===== src/rtl/gpr_write_controller.sv =====
// Single write-port owner for the GPR file: maps x86 encodings to file indices,
// merges partial-width writes, and arbitrates writeback against POPA/POPAD bursts.
module gpr_write_controller #(
  parameter int POPA_SLOTS = 8,
  parameter int ESP_SLOT   = 3
) (
  input  logic         clock,
  input  logic         reset,
  input  logic         wb_valid,
  output logic         wb_ready,
  input  logic [2:0]   wb_reg,
  input  logic [1:0]   wb_size,
  input  logic [31:0]  wb_data,
  input  logic         popa_start,
  input  logic         popa_dword,
  output logic         popa_busy,
  input  logic         popa_data_valid,
  output logic         popa_data_ready,
  input  logic [31:0]  popa_data,
  output logic         popa_done,
  input  logic [255:0] reg_snapshot,
  output logic         write_enable,
  output logic [2:0]   write_index,
  output logic [31:0]  write_data
);

  localparam int SW = (POPA_SLOTS > 1) ? $clog2(POPA_SLOTS) : 1;
  localparam logic [SW-1:0] ESP_IDX  = SW'(ESP_SLOT);
  localparam logic [SW-1:0] LAST_IDX = SW'(POPA_SLOTS - 1);

  typedef enum logic {S_IDLE, S_POPA} state_t;

  state_t        r_state;
  logic [SW-1:0] r_slot;
  logic          r_dword;

  logic          w_is_popa;
  logic [2:0]    w_popa_enc;
  logic [2:0]    w_enc;
  logic [1:0]    w_size;
  logic [31:0]   w_din;
  logic [2:0]    w_target;
  logic [31:0]   w_old;
  logic [31:0]   w_merged;
  logic          w_wb_fire;
  logic          w_popa_fire;
  logic          w_write;

  // x86 dword/word encoding (EAX,ECX,EDX,EBX,ESP,EBP,ESI,EDI) to file index
  function automatic logic [2:0] map_full(input logic [2:0] enc);
    case (enc)
      3'd0:    map_full = 3'd0;
      3'd1:    map_full = 3'd2;
      3'd2:    map_full = 3'd3;
      3'd3:    map_full = 3'd1;
      3'd4:    map_full = 3'd7;
      3'd5:    map_full = 3'd6;
      3'd6:    map_full = 3'd4;
      default: map_full = 3'd5;
    endcase
  endfunction

  assign w_is_popa       = (r_state == S_POPA);
  assign wb_ready        = reset && (r_state == S_IDLE);
  assign popa_busy       = w_is_popa;
  assign popa_data_ready = w_is_popa;

  // Burst pops EDI first and EAX last, i.e. encoding 7 down to 0
  assign w_popa_enc = 3'd7 - 3'(r_slot);

  always_comb begin
    w_enc  = w_is_popa ? w_popa_enc : wb_reg;
    w_size = w_is_popa ? (r_dword ? 2'b10 : 2'b01) : wb_size;
    w_din  = w_is_popa ? popa_data : wb_data;

    // Byte encodings 4..7 alias the high byte of A,C,D,B
    w_target = (w_size == 2'b00) ? map_full({1'b0, w_enc[1:0]}) : map_full(w_enc);

    // The register file has not absorbed last cycle's write yet
    if (write_enable && (write_index == w_target))
      w_old = write_data;
    else
      w_old = reg_snapshot[{w_target, 5'b00000} +: 32];

    case (w_size)
      2'b00:   w_merged = w_enc[2] ? {w_old[31:16], w_din[7:0], w_old[7:0]}
                                   : {w_old[31:8], w_din[7:0]};
      2'b01:   w_merged = {w_old[31:16], w_din[15:0]};
      default: w_merged = w_din;
    endcase
  end

  assign w_wb_fire   = wb_valid && wb_ready;
  assign w_popa_fire = w_is_popa && popa_data_valid;
  assign w_write     = (w_wb_fire && (wb_size != 2'b11)) ||
                       (w_popa_fire && (r_slot != ESP_IDX));

  always_ff @(posedge clock or negedge reset) begin
    if (!reset) begin
      r_state      <= S_IDLE;
      r_slot       <= '0;
      r_dword      <= 1'b0;
      popa_done    <= 1'b0;
      write_enable <= 1'b0;
      write_index  <= 3'd0;
      write_data   <= 32'd0;
    end else begin
      popa_done    <= 1'b0;
      write_enable <= w_write;
      if (w_write) begin
        write_index <= w_target;
        write_data  <= w_merged;
      end

      case (r_state)
        S_IDLE: begin
          if (popa_start) begin
            r_state <= S_POPA;
            r_dword <= popa_dword;
            r_slot  <= '0;
          end
        end
        S_POPA: begin
          if (popa_data_valid) begin
            if (r_slot == LAST_IDX) begin
              r_state   <= S_IDLE;
              r_slot    <= '0;
              popa_done <= 1'b1;
            end else begin
              r_slot <= r_slot + 1'b1;
            end
          end
        end
        default: r_state <= S_IDLE;
      endcase
    end
  end

endmodule


===== config.mk =====
export PLATFORM = sky130hd
export DESIGN_NAME = gpr_write_controller
export DESIGN_NICKNAME = d
export VERILOG_FILES = /design/src/rtl/gpr_write_controller.sv
export SDC_FILE = /design/constraint.sdc
export NUM_CORES = 1
export LEC_CHECK = 0
export BUFFER_PORTS_ARGS = -buffer_cell sky130_fd_sc_hd__buf_2
export CAP_MARGIN = 20
export CELL_PAD_IN_SITES_DETAIL_PLACEMENT = 0
export CELL_PAD_IN_SITES_GLOBAL_PLACEMENT = 1
export CORE_AREA = 10 10 147 149
export DETAILED_ROUTE_END_ITERATION = 10
export DIE_AREA = 0 0 157 159
export PLACE_DENSITY_LB_ADDON = 0.1
export SYNTH_ARGS = -nofsm -noshare
export SYNTH_HDL_FRONTEND = slang
export SYNTH_SLANG_ARGS = --single-unit

===== constraint.sdc =====
create_clock -name clock -period 4.6 [get_ports clock]
set_input_delay 0.69 -clock clock [delete_from_list [all_inputs] [get_ports clock]]
set_output_delay 0.69 -clock clock [all_outputs]
set_load 0.05 [all_outputs]

======== Word-level counts from Yosys, hierarchy flattened ========
Cells that the tools add are included.
word-level totals
  flip-flop bits (word level) ............. 42
  latch bits .............................. 0
  bits in writable memories ............... 0
  bits in read-only memories .............. 0
  bits of input ports ..................... 331
  output and inout port bits .............. 40
  memories kept ........................... 0
cells by class
  $add $sub $neg .......................... 2
  multiply operators ...................... 0
  div/mod/pow operators ................... 0
  order comparisons ....................... 0
  equal/unequal tests ..................... 18
  shift operators ......................... 1
  mux-type cells .......................... 21
  bitwise gates (word level) .............. 1
  reductions and logical operators ........ 14
operator list
  cell                                                    count
  variable part select 256 x 9 -> 32 bit                  1
  two-way mux 32 bit                                      2
  one-hot mux 32 bit (2 select lines)                     1
  one-hot mux 3 bit (7 select lines)                      1
  two-way mux 16 bit                                      1
  two-way mux 3 bit                                       5
  == test 3 bit (second input constant)                   4
  one-hot mux 3 bit (4 select lines)                      1
  AND reduction 2 bit                                     4
  == test 3 x 2 -> 1 bit (second input constant)          2
  logical AND 1 bit                                       6
  two-way mux 1 bit                                       6
  inequality test 2 bit (second input constant)           3
  inequality test 3 bit (second input constant)           2
  one-hot mux 3 bit (2 select lines)                      1
  == test 2 x 1 -> 1 bit (second input constant)          2
  == test 2 bit (second input constant)                   2
  logical NOT 2 bit                                       2
  two-way mux 2 bit                                       2
  adder 3 x 1 -> 3 bit (second input constant)            1
  == test 3 x 1 -> 1 bit (second input constant)          1
  == test 3 bit                                           1
  logical NOT 3 bit                                       1
  inequality test 3 x 2 -> 1 bit (second input constant)  1
  other kinds (4)                                         4

======== Depth between registers and ports, before layout ========
Gate-level depths: netlist (run 1).
  depth after elaboration ................. 10
  mapped depth ............................ 18
  depth with buffers taken out ............ 10

======== Least setup slack after synthesis (run 1) ========
No wires, ideal clock.
  path kind ............................... reg-to-reg
  start point ............................. register r_state, in the netlist popa_busy
  end point ............................... register write_data[16]
  data arrival time ....................... 4.379 ns
  data required time ...................... 4.468 ns
  setup slack ............................. 0.089 ns
  stages on the path, launching flop included .. 18
  buffers on the path ..................... 7
  cell sequence ........................... dfrtp_1 -> buf_6 -> clkbuf_1 -> clkbuf_1 -> clkbuf_1 -> clkbuf_1 -> nor2_1 -> a21oi_1 -> inv_1 -> ha_1 -> or4_4 -> a21oi_2 -> buf_6 -> nor2_4 -> buf_6 -> mux2_4 -> a221oi_1 -> a21oi_1
on the way
  cells in the longest elaborated chain, start to end .. 8
  elaborated cells between the ends (all ways) .. 31
  those cells by class .................... eq/ne (11); shift (1); mux (8); bitwise (1); reduce/logical (10)
RTL lines
  item                                                                            RTL line  RTL
  from (decl)                                                                     33        state_t r_state;
  from (signal assigned)                                                          100       r_state <= S_IDLE;
  from (signal assigned)                                                          118       r_state <= S_POPA;
  from (signal assigned)                                                          126       r_state <= S_IDLE;
  branches (longest 8 deep; another with variable part select 256 x 9 -> 32 bit)  n/a
  to (signal assigned)                                                            112       write_data <= w_merged;
  to (decl)                                                                       24        output logic [31:0] write_data
Several ways; the timed one is not identified. The select of a mux whose other input is x is not followed.
A chain may end at the register's enable or synchronous reset.

======== Worst setup path in the final report (run 1) ========
  start point ............................. register r_state, in the netlist popa_busy
  end point ............................... register write_data[30]
Same word-level chain as after synthesis.

==> results of run 1 <==
per-stage QoR:
| stage | util, % | hold slack (ns) |
|---|---|---|
| global placement | 36.3 | 0.483 |
| detailed placement | 36.3 | 0.500 |
| global route | 37.2 | 0.539 |
| floorplan | - | 0.394 |
| finish | 37.2 | 0.514 |
| CTS | 37.2 | 0.514 |
metal layers:
layer	share of wire, %	global-route usage, %	wire, um
met5	0.044	0	12
met4	1.9	4.85	527
met3	9.7	7.74	2660
met2	49	35.3	13300
met1	39	23.5	10800
layout make-up:
type / instances / area share, %
Sequential cell: 42 / 15.2
Clock inverter: 1 / 0.434
Timing Repair Buffer: 337 / 25.5
Multi-Input combinational cell: 540 / 51.8
Antenna cell: 2 / 0.0724
Tap cell: 234 / 4.23
Inverter: 15 / 0.814
Clock buffer: 7 / 1.92
registers in the layout (all words and copies together), names as in the netlist:
signal and cells:
r_slot 3, write_data 32, popa_busy 1, write_index 3, popa_done 1, r_dword 1, write_enable 1
logic make-up after synthesis:
family	Yosys count	share of synthesized area (%)
buffers and inverters	80	7.07
AND/OR/NAND/NOR	215	21.6
adder cells (fa/ha/maj)	7	1.76
flip-flops	42	21.1
multiplexers	44	10.5
AO/OA/AOI/OAI	274	38.0
layout by cell type, fill, tap and decap left out, types with 7 or more instances in the layout:
| master | n |
|---|---|
| sky130_fd_sc_hd__o22ai_1 | 9 |
| sky130_fd_sc_hd__nor2_1 | 53 |
| sky130_fd_sc_hd__mux2_4 | 10 |
| sky130_fd_sc_hd__a211o_1 | 7 |
| sky130_fd_sc_hd__mux2i_1 | 10 |
| sky130_fd_sc_hd__a22o_1 | 15 |
| sky130_fd_sc_hd__buf_2 | 312 |
| sky130_fd_sc_hd__and3_1 | 15 |
| sky130_fd_sc_hd__a31oi_1 | 16 |
| sky130_fd_sc_hd__dfrtp_1 | 41 |
| sky130_fd_sc_hd__a31o_2 | 8 |
| sky130_fd_sc_hd__a221oi_2 | 10 |
| sky130_fd_sc_hd__a211oi_1 | 16 |
| sky130_fd_sc_hd__inv_1 | 14 |
| sky130_fd_sc_hd__ha_1 | 7 |
| sky130_fd_sc_hd__a21oi_1 | 63 |
| sky130_fd_sc_hd__nor4_1 | 15 |
| sky130_fd_sc_hd__o21ai_0 | 57 |
| sky130_fd_sc_hd__nand2_1 | 39 |
| sky130_fd_sc_hd__buf_4 | 24 |
| sky130_fd_sc_hd__o211ai_1 | 9 |
| sky130_fd_sc_hd__mux2_2 | 18 |
| sky130_fd_sc_hd__a311oi_1 | 7 |
| sky130_fd_sc_hd__nor3_1 | 9 |
| sky130_fd_sc_hd__o31ai_1 | 18 |
| sky130_fd_sc_hd__nand3_1 | 48 |
| sky130_fd_sc_hd__a2111oi_0 | 16 |
| sky130_fd_sc_hd__nor2b_1 | 17 |
power by group:
part | switching, W | total [W] | internal, W
Clock | 0.000162 | 0.000419 | 0.000257
Combinational | 0.00334 | 0.00516 | 0.00182
Sequential | 0.000158 | 0.000725 | 0.000567
Total | 0.00366 | 0.00631 | 0.00265
worst max-delay path: stages, from the launching register on:
cell                       delay (ns)
sky130_fd_sc_hd__dfrtp_2         0.41
sky130_fd_sc_hd__buf_4           0.37
sky130_fd_sc_hd__o21a_1          0.24
sky130_fd_sc_hd__inv_1           0.07
sky130_fd_sc_hd__ha_1            0.23
sky130_fd_sc_hd__o31ai_1         0.64
sky130_fd_sc_hd__a21oi_4         0.07
sky130_fd_sc_hd__nor2_4          0.42
sky130_fd_sc_hd__buf_12          0.23
sky130_fd_sc_hd__mux2_4          0.31
sky130_fd_sc_hd__a221oi_1        0.55
sky130_fd_sc_hd__a21oi_1         0.12
worst min-delay path by stage:
stage	from	to	slack [ns]
global route	write_data[14]	write_data[14]	0.54
detailed placement	write_data[14]	write_data[14]	0.50
CTS	write_data[14]	write_data[14]	0.51
finish	write_data[14]	write_data[14]	0.51
floorplan	reset	popa_busy	0.39
global placement	write_data[14]	write_data[14]	0.48
cells in the mapped netlist, types with 4 or more instances:
library cell | number | share of area [%]
sky130_fd_sc_hd__a21oi_1 | 63 | 6.3
sky130_fd_sc_hd__o21ai_0 | 57 | 5.7
sky130_fd_sc_hd__nor2_1 | 56 | 4.2
sky130_fd_sc_hd__nand3_1 | 48 | 4.8
sky130_fd_sc_hd__dfrtp_1 | 42 | 21
sky130_fd_sc_hd__clkbuf_1 | 40 | 3.0
sky130_fd_sc_hd__nand2_1 | 39 | 2.9
sky130_fd_sc_hd__mux2_2 | 18 | 4.1
sky130_fd_sc_hd__o31ai_1 | 18 | 2.7
sky130_fd_sc_hd__nor2b_1 | 17 | 2.1
sky130_fd_sc_hd__a2111oi_0 | 16 | 2.8
sky130_fd_sc_hd__a211oi_1 | 16 | 2.4
sky130_fd_sc_hd__a31oi_1 | 16 | 2.0
sky130_fd_sc_hd__a22o_1 | 15 | 2.6
sky130_fd_sc_hd__and3_1 | 15 | 1.9
sky130_fd_sc_hd__inv_1 | 15 | 1.1
sky130_fd_sc_hd__nor4_1 | 15 | 1.9
sky130_fd_sc_hd__buf_2 | 14 | 1.4
sky130_fd_sc_hd__a221oi_2 | 10 | 3.0
sky130_fd_sc_hd__mux2_4 | 10 | 3.0
sky130_fd_sc_hd__mux2i_1 | 10 | 2.0
sky130_fd_sc_hd__nor3_1 | 9 | 0.91
sky130_fd_sc_hd__o211ai_1 | 9 | 1.4
sky130_fd_sc_hd__o22ai_1 | 9 | 1.1
sky130_fd_sc_hd__a31o_2 | 8 | 1.4
sky130_fd_sc_hd__a211o_1 | 7 | 1.2
sky130_fd_sc_hd__a311oi_1 | 7 | 1.2
sky130_fd_sc_hd__ha_1 | 7 | 1.8
sky130_fd_sc_hd__a221oi_1 | 6 | 1.1
sky130_fd_sc_hd__buf_1 | 6 | 0.45
sky130_fd_sc_hd__mux2_1 | 6 | 1.4
sky130_fd_sc_hd__buf_6 | 4 | 0.91
sky130_fd_sc_hd__nand2b_1 | 4 | 0.50
==> summary.md, run 1 <==
| Metric | Value |
|---|---|
| EDFF count, synth | 0 |
| Measured slew at the worst slew-check pin | 0.814 ns |
| # nets final | 1,279 |
| Outcome | finished, final reports clean |
| Reg-to-Reg End | write_data[30] |
| Peak Freq | 261 MHz |
| Initial DRC count | 313 |
| Clock tree from TritonCTS | yes |
| Wire length of the first global-routing pass | 40,200 um |
| GPL Wtd Cong | 0.789 |
| Yosys cell types | 57 |
| Number of instances resized during post-cts repair | 0 |
| Warnings from Yosys | 0 |
| Area of all sequential standard cells | 0.00105 mm2 |
| Final count of pins violating max slew | 0 |
| Peak ir drop on the vdd network | 0.000327 V |
| Filler instances | 2,083 |
| Placeable Area | 0.0186 mm2 |
| Cell Area, Placed | 0.00675 mm2 |
| Depth of the worst hold-timing path | 1 |
| Area of the mapped netlist | 0.00497 mm2 |
| Number of buffers inserted by post-CTS setup repair | 0 |
| Clock root buffer master | sky130_fd_sc_hd__clkbuf_16 |
| Required arrival time at the worst endpoint | 4.76 ns |
| Kind of start point of the critical path | flop |
| Final worst path period share | 83.4% |
| Arrival time at the worst endpoint | 3.99 ns |
| Unrepaired setup endpoints after global routing | false |
| Hold_buf cts | 0 |
| Worst-path fanout max | 37 |
| Combined area of the multi-input logic cells | 0.00358 mm2 |
| Total negative setup slack | 0 ns |
| Count of unresolved DRC violations after routing | 0 |
| Max cap viols | 0 |
| Proportion of register bits with asynchronous set or reset after synthesis | 100% |
| Total placed cells including tap cells | 1,168 |
| Area growth from synthesis to final layout | 39.1% |
| I/O pin count | 371 |
| Global-route total usage across every layer | 20.6% |
| Post-Route WL | 27,300 um |
| Flops & latches, synth | 42 |
| Count of final hold-check violations | 0 |
| Crit. Startpoint | popa_busy |
| Reg-to-reg startpoint | popa_busy |
| Max clock buf depth | 2 |
| DIE HEIGHT | 159 um |
| Clock-pin slew of the registers on the worst-case setup and hold paths | 0.06 ns |
| Starting density of the core | 26.7% |
| Synthesized area per cell | 7.51 um2 |
| Post-Place Setup Slack | 0.654 ns |
| Total design power | 0.00631 W |
| Fin Clk Skew | 0.00278 ns |
| Average wire length per cell after detail routing | 23.2 um |
| Worst setup path end | write_data[30] |
| Worst skew pair latency | 0.30 ns |
| Number of vias after detailed routing | 6,381 |
| Maximum level of the CTS H-tree | 2 |
| Min-Delay Path Class | flop to flop |
| Final setup fails | 0 |
| Width of the die | 157 um |
| Clock period minus final worst setup slack | 3.83 ns |
| Setup WS post-layout | 0.766 ns |
| Detailed placer's ending HPWL | 21,100 um |
| Path type of the worst setup path | flop to flop |
| Post-synthesis instance total | 662 |
| Post-detailed-route via-to-cell ratio | 5.42 |
| Reg2Reg Setup Slack | 0.77 ns |
| Sequential share of the synthesized area | 21.1% |
| Reg2Reg Depth | 11 |
| Std-Cell Rows | 50 |
| Crit end category | flop |
| Largest net degree at the start of global routing | 55 |
| Worst slew margin relative to its limit | 45.7% |
| Share of layout cells above drive strength 1 | 43.1% |
| LEAKAGE | 3.23 nW |
| Number of buffers inserted during clock tree synthesis | 5 |
| Syn_nets | 1,000 |
| Areal power density over the cells | 912 mW/mm2 |
| Final ANT Viol Nets | 0 |
| TritonRoute pass-1 iters | 5 |
| Via count of the first global-routing pass | 6,659 |
| Total number of clock tree sinks | 42 |
| Die Outline Area | 0.0250 mm2 |
| Overflow after GRT | 0 |
| Final cell count without fillers | 1,178 |
| Initial antenna violation count | 4 |
| Quantity of I/O buffers inserted on ports | 312 |
| Top flip-flop cell by instance count after synthesis | sky130_fd_sc_hd__dfrtp_1 |
| Fin area | 0.00692 mm2 |
Note: power is estimated with default switching activity, not from simulation.
==> run 2: changes to the inputs <==
--- a/config.mk
+++ b/config.mk
@@ -5,13 +5,14 @@
 export SDC_FILE = /design/constraint.sdc
 export NUM_CORES = 1
 export LEC_CHECK = 0
+export ABC_AREA = 1
 export BUFFER_PORTS_ARGS = -buffer_cell sky130_fd_sc_hd__buf_2
 export CAP_MARGIN = 20
 export CELL_PAD_IN_SITES_DETAIL_PLACEMENT = 0
 export CELL_PAD_IN_SITES_GLOBAL_PLACEMENT = 1
-export CORE_AREA = 10 10 147 149
+export CORE_AREA = 10 10 150 152
 export DETAILED_ROUTE_END_ITERATION = 10
-export DIE_AREA = 0 0 157 159
+export DIE_AREA = 0 0 160 162
 export PLACE_DENSITY_LB_ADDON = 0.1
 export SYNTH_ARGS = -nofsm -noshare
 export SYNTH_HDL_FRONTEND = slang
==> constraint.sdc (replaced) <==
create_clock -name clock -period 3.94 [get_ports clock]
set_input_delay 0.591 -clock clock [delete_from_list [all_inputs] [get_ports clock]]
set_output_delay 0.591 -clock clock [all_outputs]
set_load 0.05 [all_outputs]
==> run 2 against run 1 <==
Net effect: synthesized cell count grew 33%; first-iteration DRC count increased by 83%; global-route usage is 1.8 points lower; synthesized area is 2.9% lower; total power is 11% higher; hold slack worse by 0.037 ns; critical endpoint is now write_data[29]; setup slack got worse by 0.14 ns; clock skew rose by 0.0044 ns; critical path depth is 3 higher; final cell count rose by 20%; register-to-register slack worse by 0.14 ns.
==> summary.md, run 2 <==
| Metric | Value |
|---|---|
| Outcome | finished, final reports clean |
| Proportion of register bits with asynchronous set or reset after synthesis | 100% (unchanged) |
| Total placed cells including tap cells | 1,409 (+21%) |
| I/O pin count | 371 (unchanged) |
| Number of buffers inserted during clock tree synthesis | 5 (unchanged) |
| Total number of clock tree sinks | 42 (unchanged) |
| Top flip-flop cell by instance count after synthesis | sky130_fd_sc_hd__dfrtp_1 |
| Wire length of the first global-routing pass | 38,800 um (-3.4%) |
| Unrepaired setup endpoints after global routing | false |
| Final count of pins violating max slew | 0 (unchanged) |
| Cells traversed along the worst timing path | inv_2, buf_4, nand3_1, buf_4, inv_1, nand2_2, nand2_4, buf_12, nand2_1, nand3_1, nand3_1, nand3_1, nand2_1, a21oi_1 |
| Global-route total usage across every layer | 18.8% (-1.8 points) |
| Crit. Startpoint | popa_busy |
| EDFF count, synth | 0 (unchanged) |
| Leading cell types by count after synthesis | 316 x sky130_fd_sc_hd__nand2_1, 206 x sky130_fd_sc_hd__nand3_1, 61 x sky130_fd_sc_hd__a21oi_1, 55 x sky130_fd_sc_hd__inv_1, 43 x sky130_fd_sc_hd__nor2_1 |
| Area contributors post-synth | sky130_fd_sc_hd__nand2_1 25%, sky130_fd_sc_hd__dfrtp_1 22%, sky130_fd_sc_hd__nand3_1 21% |
| Number of buffers inserted by post-CTS setup repair | 0 (unchanged) |
| Quantity of I/O buffers inserted on ports | 310 (-0.64%) |
| Post-Route WL | 25,700 um (-5.7%) |
| Most flop-heavy register | write_data |
| Final worst path period share | 84.2% (+0.80 points) |
| Measured slew at the worst slew-check pin | 0.981 ns (+0.168 ns) |
| Yosys cell types | 28 (-51%) |
| Most common cell after layout, fill and taps aside | sky130_fd_sc_hd__nand2_1 |
| Clock period minus final worst setup slack | 3.32 ns (-0.519 ns) |
| Sequential share of the synthesized area | 21.8% (+0.64 points) |
| Flip-flop count of the largest register, all copies and words added | 32 (unchanged) |
| Area of the mapped netlist | 0.00482 mm2 (-2.9%) |
| Reg-to-reg startpoint | popa_busy |
| Areal power density over the cells | 1050 mW/mm2 (+15%) |
| CP max-delay cell | sky130_fd_sc_hd__dfrtp_1 |
| Max clock buf depth | 2 (unchanged) |
| Number of vias after detailed routing | 6,613 (+3.6%) |
| Share of Yosys cell area claimed by the top area cell type | 24.6% (+3.4 points) |
| Initial antenna violation count | 4 (unchanged) |
| Starting density of the core | 24.9% (-1.9 points) |
| Min-Delay Path Class | input pin to async pin |
| Count of final hold-check violations | 0 (unchanged) |
| Required arrival time at the worst endpoint | 4.16 ns (-0.60 ns) |
| Syn_nets | 1,220 (+22%) |
| Clock tree from TritonCTS | yes |
| Flops & latches, synth | 42 (unchanged) |
| Max cap viols | 0 (unchanged) |
| Maximum level of the CTS H-tree | 2 (unchanged) |
| Clock-pin slew of the registers on the worst-case setup and hold paths | 0.06 ns (about the same) |
| Fin Clk Skew | 0.00717 ns (+0.00439 ns) |
| Worst skew pair latency | 0.29 ns (about the same) |
| Number of instances resized during post-cts repair | 0 (unchanged) |
| Delay of the slowest cell on the worst path | 0.38 ns (-0.26 ns) |
| Width of the die | 160 um (+1.9%) |
| Via count of the first global-routing pass | 6,627 (-0.48%) |
| Post-synthesis instance total | 882 (+33%) |
| Total negative setup slack | 0 ns (unchanged) |
| Peak Freq | 302 MHz (+16%) |
| Peak ir drop on the vdd network | 0.000775 V (+140%) |
| Hold_buf cts | 0 (unchanged) |
| Average wire length per cell after detail routing | 18.1 um (-22%) |
| Placeable Area | 0.0194 mm2 (+4.4%) |
| Commonest non-fill, non-tap cells in the layout | 314 x sky130_fd_sc_hd__nand2_1, 310 x sky130_fd_sc_hd__buf_2, 206 x sky130_fd_sc_hd__nand3_1 |
| Count of unresolved DRC violations after routing | 0 (unchanged) |
| Arrival time at the worst endpoint | 3.53 ns (-0.46 ns) |
| Post-detailed-route via-to-cell ratio | 4.66 (-14%) |
| LEAKAGE | 3.79 nW (+17%) |
| GPL Wtd Cong | 0.829 (+5.1%) |
| Path type of the worst setup path | flop to flop |
| Final ANT Viol Nets | 0 (unchanged) |
| Registers with the most flip-flops | write_data (32), r_slot (3), write_index (3) |
| Final cell count without fillers | 1,419 (+20%) |
| Synthesized area per cell | 5.47 um2 (-27%) |
| Std-Cell Rows | 51 (+2.0%) |
| Crit end category | flop |
| Overflow after GRT | 0 (unchanged) |
| Worst-path fanout max | 127 (+240%) |
| Detailed placer's ending HPWL | 20,100 um (-4.5%) |
| # nets final | 1,489 (+16%) |
| Dominant cell type by count on the critical path | sky130_fd_sc_hd__nand3_1 |
| Area growth from synthesis to final layout | 39.1% (about the same) |
| DIE HEIGHT | 162 um (+1.9%) |
| Reg2Reg Setup Slack | 0.62 ns (-0.14 ns) |
| Final setup fails | 0 (unchanged) |
| Worst slew margin relative to its limit | 34.6% (-11 points) |
| Die Outline Area | 0.0259 mm2 (+3.8%) |
| TritonRoute pass-1 iters | 5 (unchanged) |
| Share of layout cells above drive strength 1 | 31.1% (-12 points) |
| Clock root buffer master | sky130_fd_sc_hd__clkbuf_16 |
| Initial DRC count | 574 (+83%) |
| Cell type with the highest aggregate area in the netlist | sky130_fd_sc_hd__nand2_1 |
| Kind of start point of the critical path | flop |
| Largest net degree at the start of global routing | 128 (+130%) |
| Most used standard cell by instance count after synthesis | sky130_fd_sc_hd__nand2_1 |
| Warnings from Yosys | 0 (unchanged) |
[run 2: cell types whose count changed after synthesis, moves of 17 or more]
cell	previous run	this run
sky130_fd_sc_hd__inv_1	15	55
sky130_fd_sc_hd__nand3_1	48	206
sky130_fd_sc_hd__nand2_1	39	316
sky130_fd_sc_hd__o21ai_0	57	35
sky130_fd_sc_hd__nor2b_1	17	0
sky130_fd_sc_hd__o31ai_1	18	0
sky130_fd_sc_hd__mux2_2	18	1
[run 2: per-layer routing]
metal | part of all wire, % | vias to the layer above | global-route usage, %
met3 | 6.8 | 17 | 4.85
met2 | 47 | 223 | 31.2
met4 | 1.2 | 2 | 3.63
li1 | - | 3411 | -
met5 | 0.043 | - | 0
met1 | 45 | 2960 | 24.2
[run 2: cell type report]
class | instances | area, um2
sequential | 42 | 1050
fill | 2328 | 12700
multi-input combinational | 709 | 3250
antenna | 3 | 7.51
timing repair buffer | 326 | 1680
clock inverter | 2 | 10.0
clock buffer | 5 | 125
tap | 265 | 332
inverter | 67 | 251
[run 2: through the flow]
step	utilization [%]	hold slack, ns	cell area, um2	power (W)	setup WS [ns]
6_report	34.6	0.477	6710	0.00701	0.624
5_1_grt	34.6	0.499	6710	0.00777	0.285
4_1_cts	34.5	0.480	6700	0.00713	0.580
3_5_place_dp	33.8	0.461	6570	0.00670	0.603
3_3_place_gp	33.8	0.461	6570	0.00667	0.622
2_1_floorplan	-	0.295	4820	0.00506	0.827
[run 2: power breakdown]
group	total [W]	internal (W)	switching, W	leakage (nW)
combinational	0.00583	0.00165	0.00417	3.23
sequential	0.000777	0.000648	0.000128	0.496
clock	0.000408	0.000229	0.000179	0.0695
total	0.00701	0.00253	0.00448	3.79
[run 2: worst paths after layout]
check	end	cells after the start
min in group clock	write_data[9]	2
min	write_data[1]	2
max	write_data[29]	14
max reg2reg	write_data[29]	14
min reg2reg	write_data[9]	2
max in group asynchronous	write_data[16]	2
[run 2: kinds of logic (layout without fill, tap and decap cells)]
logic type | count (synthesis) | count (layout) | share of synthesized area, %
other | 0 | 3 | 0
and+or+nand+nor | 598 | 598 | 54.1
AOI/OAI and AO/OA | 103 | 103 | 10.8
adders and majority gates | 7 | 7 | 1.82
buffers and inverters | 131 | 400 | 11.2
muxes | 1 | 1 | 0.233
DFF | 42 | 42 | 21.8
[run 2: worst max-delay path: cells and delay by family (launching register included)]
family,cells,cell delay [ns]
flops,1,0.38
buf+inv,5,1.34
simple gates,8,1.30
compound gates,1,0.12
==> run 3: changes to the inputs <==
--- a/config.mk
+++ b/config.mk
@@ -10,9 +10,9 @@
 export CAP_MARGIN = 20
 export CELL_PAD_IN_SITES_DETAIL_PLACEMENT = 0
 export CELL_PAD_IN_SITES_GLOBAL_PLACEMENT = 1
-export CORE_AREA = 10 10 150 152
+export CORE_AREA = 10 10 160 162
 export DETAILED_ROUTE_END_ITERATION = 10
-export DIE_AREA = 0 0 160 162
+export DIE_AREA = 0 0 170 172
 export PLACE_DENSITY_LB_ADDON = 0.1
 export SYNTH_ARGS = -nofsm -noshare
 export SYNTH_HDL_FRONTEND = slang
==> constraint.sdc (replaced) <==
create_clock -name clock -period 2.95 [get_ports clock]
set_input_delay 0.4425 -clock clock [delete_from_list [all_inputs] [get_ports clock]]
set_output_delay 0.4425 -clock clock [all_outputs]
set_load 0.05 [all_outputs]
==> run 3 against run 2 <==
Net effect: clock power up 40%; highest routed layer unchanged; non-clock buffer count up 14; final cell count up 2.5%; first-iteration DRC count down 24%; clock skew down 0.0014 ns.
==> summary.md, run 3 (same netlist as run 2, synthesis figures left out) <==
| Metric | Value |
|---|---|
| Combinational cell fraction of total power | 84.5% (+1.4 points) |
| Initial DRC count | 439 (-24%) |
| Cells traversed along the worst timing path | inv_2, o21a_1, inv_1, ha_1, or2_2, nand2_2, inv_2, buf_12, nand3_1, nand3_1, nand3_1, nand2_1, a21oi_1 |
| Worst hold slack | 0.304 ns (-0.173 ns) |
| Average wire length per cell after detail routing | 19.4 um (+7.3%) |
| Final worst path period share | 91.6% (+7.4 points) |
| Post-detailed-route via-to-cell ratio | 4.64 (-0.49%) |
| Min-Delay Path Class | input pin to async pin |
| CP max-delay cell | sky130_fd_sc_hd__dfrtp_2 |
| Delay of the slowest cell on the worst path | 0.41 ns (+0.03 ns) |
| Via count of the first global-routing pass | 6,710 (+1.3%) |
| Wire length of the first global-routing pass | 40,800 um (+5.2%) |
| Switching part of the total | 61.5% (-2.4 points) |
| Overflow after GRT | 0 (unchanged) |
| Most common cell after layout, fill and taps aside | sky130_fd_sc_hd__nand2_1 |
| Met2 Resource Use GR | 29.6% (-1.6 points) |
| Most flop-heavy register | write_data |
| Detailed placer's ending HPWL | 22,300 um (+11%) |
| Largest net degree at the start of global routing | 67 (-48%) |
| Number of buffers inserted during clock tree synthesis | 5 (unchanged) |
| Max cap viols | 0 (unchanged) |
| TritonRoute pass-1 iters | 6 (+1) |
| Registers with the most flip-flops | write_data (32), r_slot (3), write_index (3) |
| LEAKAGE | 3.92 nW (+3.4%) |
| Maximum level of the CTS H-tree | 2 (unchanged) |
| Core Util, Final | 31.3% (-3.3 points) |
| Peak Freq | 370 MHz (+23%) |
| Clock period minus final worst setup slack | 2.70 ns (-0.615 ns) |
| Global-route total usage across every layer | 18.1% (-0.73 points) |
| Post-Route WL | 28,300 um (+9.9%) |
| Hold_buf cts | 0 (unchanged) |
| Post-Place Setup Slack | 0.109 ns (-0.494 ns) |
| Fin Clk Skew | 0.00582 ns (-0.00135 ns) |
| Outcome | finished, final reports clean |
| I/O pin count | 371 (unchanged) |
| Reg2Reg Setup Slack | 0.25 ns (-0.38 ns) |
| Total design power | 0.0105 W (+50%) |
| GPL Wtd Cong | 0.812 (-2.0%) |
| Relative contribution of the clock network to total power | 5.4% (-0.4 points) |
| Arrival time at the worst endpoint | 2.92 ns (-0.61 ns) |
| Cell internal pwr | 0.00405 W (+60%) |
| Met3 demand-to-capacity share in global routing | 5.20% (+0.34 points) |
| Flip-flop count of the largest register, all copies and words added | 32 (unchanged) |
| Met1 track utilization from global routing | 23.2% (-0.94 points) |
| Count of final hold-check violations | 0 (unchanged) |
| Worst-path fanout max | 32 (-75%) |
| DIE HEIGHT | 172 um (+6.2%) |
| Dominant cell type by count on the critical path | sky130_fd_sc_hd__nand3_1 |
| Clock-pin slew of the registers on the worst-case setup and hold paths | 0.07 ns (about the same) |
| Worst slew margin relative to its limit | 41.3% (+6.7 points) |
| Total number of clock tree sinks | 42 (unchanged) |
| Clock root buffer master | sky130_fd_sc_hd__clkbuf_16 |
| Total negative setup slack | 0 ns (unchanged) |
| Share of layout cells above drive strength 1 | 32.1% (+0.97 points) |
| Required arrival time at the worst endpoint | 3.17 ns (-0.99 ns) |
| Max clock buf depth | 2 (unchanged) |
| Initial antenna violation count | 4 (unchanged) |
| Placeable Area | 0.0224 mm2 (+15%) |
| Net switching power | 0.00645 W (+44%) |
| Kind of start point of the critical path | flop |
| Unrepaired setup endpoints after global routing | true |
| Quantity of I/O buffers inserted on ports | 310 (unchanged) |
| Peak ir drop on the vdd network | 0.000533 V (-31%) |
| Routing layer with the top usage in global route | met2 |
| Final count of pins violating max slew | 0 (unchanged) |
| Setup WS post-layout | 0.249 ns (-0.375 ns) |
| Worst skew pair latency | 0.29 ns (about the same) |
| Crit end category | flop |
| Width of the die | 170 um (+6.3%) |
| Std-Cell Rows | 55 (+7.8%) |
| Starting density of the core | 21.6% (-3.3 points) |
| Areal power density over the cells | 1500 mW/mm2 (+44%) |
| Commonest non-fill, non-tap cells in the layout | 314 x sky130_fd_sc_hd__nand2_1, 310 x sky130_fd_sc_hd__buf_2, 205 x sky130_fd_sc_hd__nand3_1 |
| Number of vias after detailed routing | 6,743 (+2.0%) |
| Clock tree from TritonCTS | yes |
| Measured slew at the worst slew-check pin | 0.881 ns (-0.100 ns) |
| Final ANT Viol Nets | 0 (unchanged) |
| Final setup fails | 0 (unchanged) |
| Area growth from synthesis to final layout | 45.0% |
| Share of total power in sequential cells | 10.1% (-1.0 points) |
| Die Outline Area | 0.0292 mm2 (+13%) |
| Count of unresolved DRC violations after routing | 0 (unchanged) |
| Path type of the worst setup path | flop to flop |
| # nets final | 1,503 (+0.94%) |
==> run 3: changes by cell type in the layout (fill, tap and decap cells not counted), sizes merged <==
cell and delta:
buf +11, clkbuf +4
==> run 3: routing by layer <==
metal	wire (um)	vias to the layer above
met3	2180	20
met2	13200	229
met4	359	2
li1	-	3437
met5	12	-
met1	12600	3055
==> run 3: per-stage QoR <==
stage	instance area (um2)	instances
2_1_floorplan	4830	882
3_3_place_gp	6710	1438
3_5_place_dp	6710	1438
4_1_cts	6850	1446
5_1_grt	6990	1454
6_report	6990	1454
==> run 3: critical path, delay by kind of cell, from the launching register on <==
kind	cells	cell delay, ns
AOI/OAI and AO/OA	2	0.31
adders and majority gates	1	0.28
buffers and inverters	4	0.61
DFF	1	0.41
and+or+nand+nor	6	1.00
==> run 3: what timing repair did <==
action,in CTS,in global routing
buffers inserted,0,2
gates resized for setup,0,8
hold endpoints to repair,0,0
endpoints found under the setup margin,0,21
==> run 3: area by class of cell <==
type / count / area [um2]
flip-flops and latches: 42 / 1050
diodes: 3 / 7.51
clock buffers: 6 / 129
multi-input cells: 709 / 3270
fillers: 2628 / 15400
clock inverters: 2 / 13.8
repair buffers: 340 / 1910
well taps: 285 / 357
inverters: 67 / 251
==> run 3: path summary, 6_finish.rpt <==
| check | from | endpoint | cells after the start |
|---|---|---|---|
| min in group clock | popa_dword | r_dword | 2 |
| hold / removal | reset | write_data[4] | 2 |
| setup / recovery | popa_busy | write_data[25] | 13 |
| max in group asynchronous | reset | popa_busy | 2 |
| setup reg to reg | popa_busy | write_data[25] | 13 |
| hold reg to reg | write_data[4] | write_data[4] | 2 |
==> run 3: power by group through the flow <==
| stage | clock [W] | sequential [W] | combinational [W] |
|---|---|---|---|
| detailed placement | 0 | 0.00107 | 0.00843 |
| CTS | 0.000597 | 0.00106 | 0.00845 |
| global placement | 0 | 0.00106 | 0.00842 |
| global route | 0.000614 | 0.00110 | 0.00994 |
| floorplan | 0 | 0.00192 | 0.00483 |
| finish | 0.000571 | 0.00106 | 0.00887 |
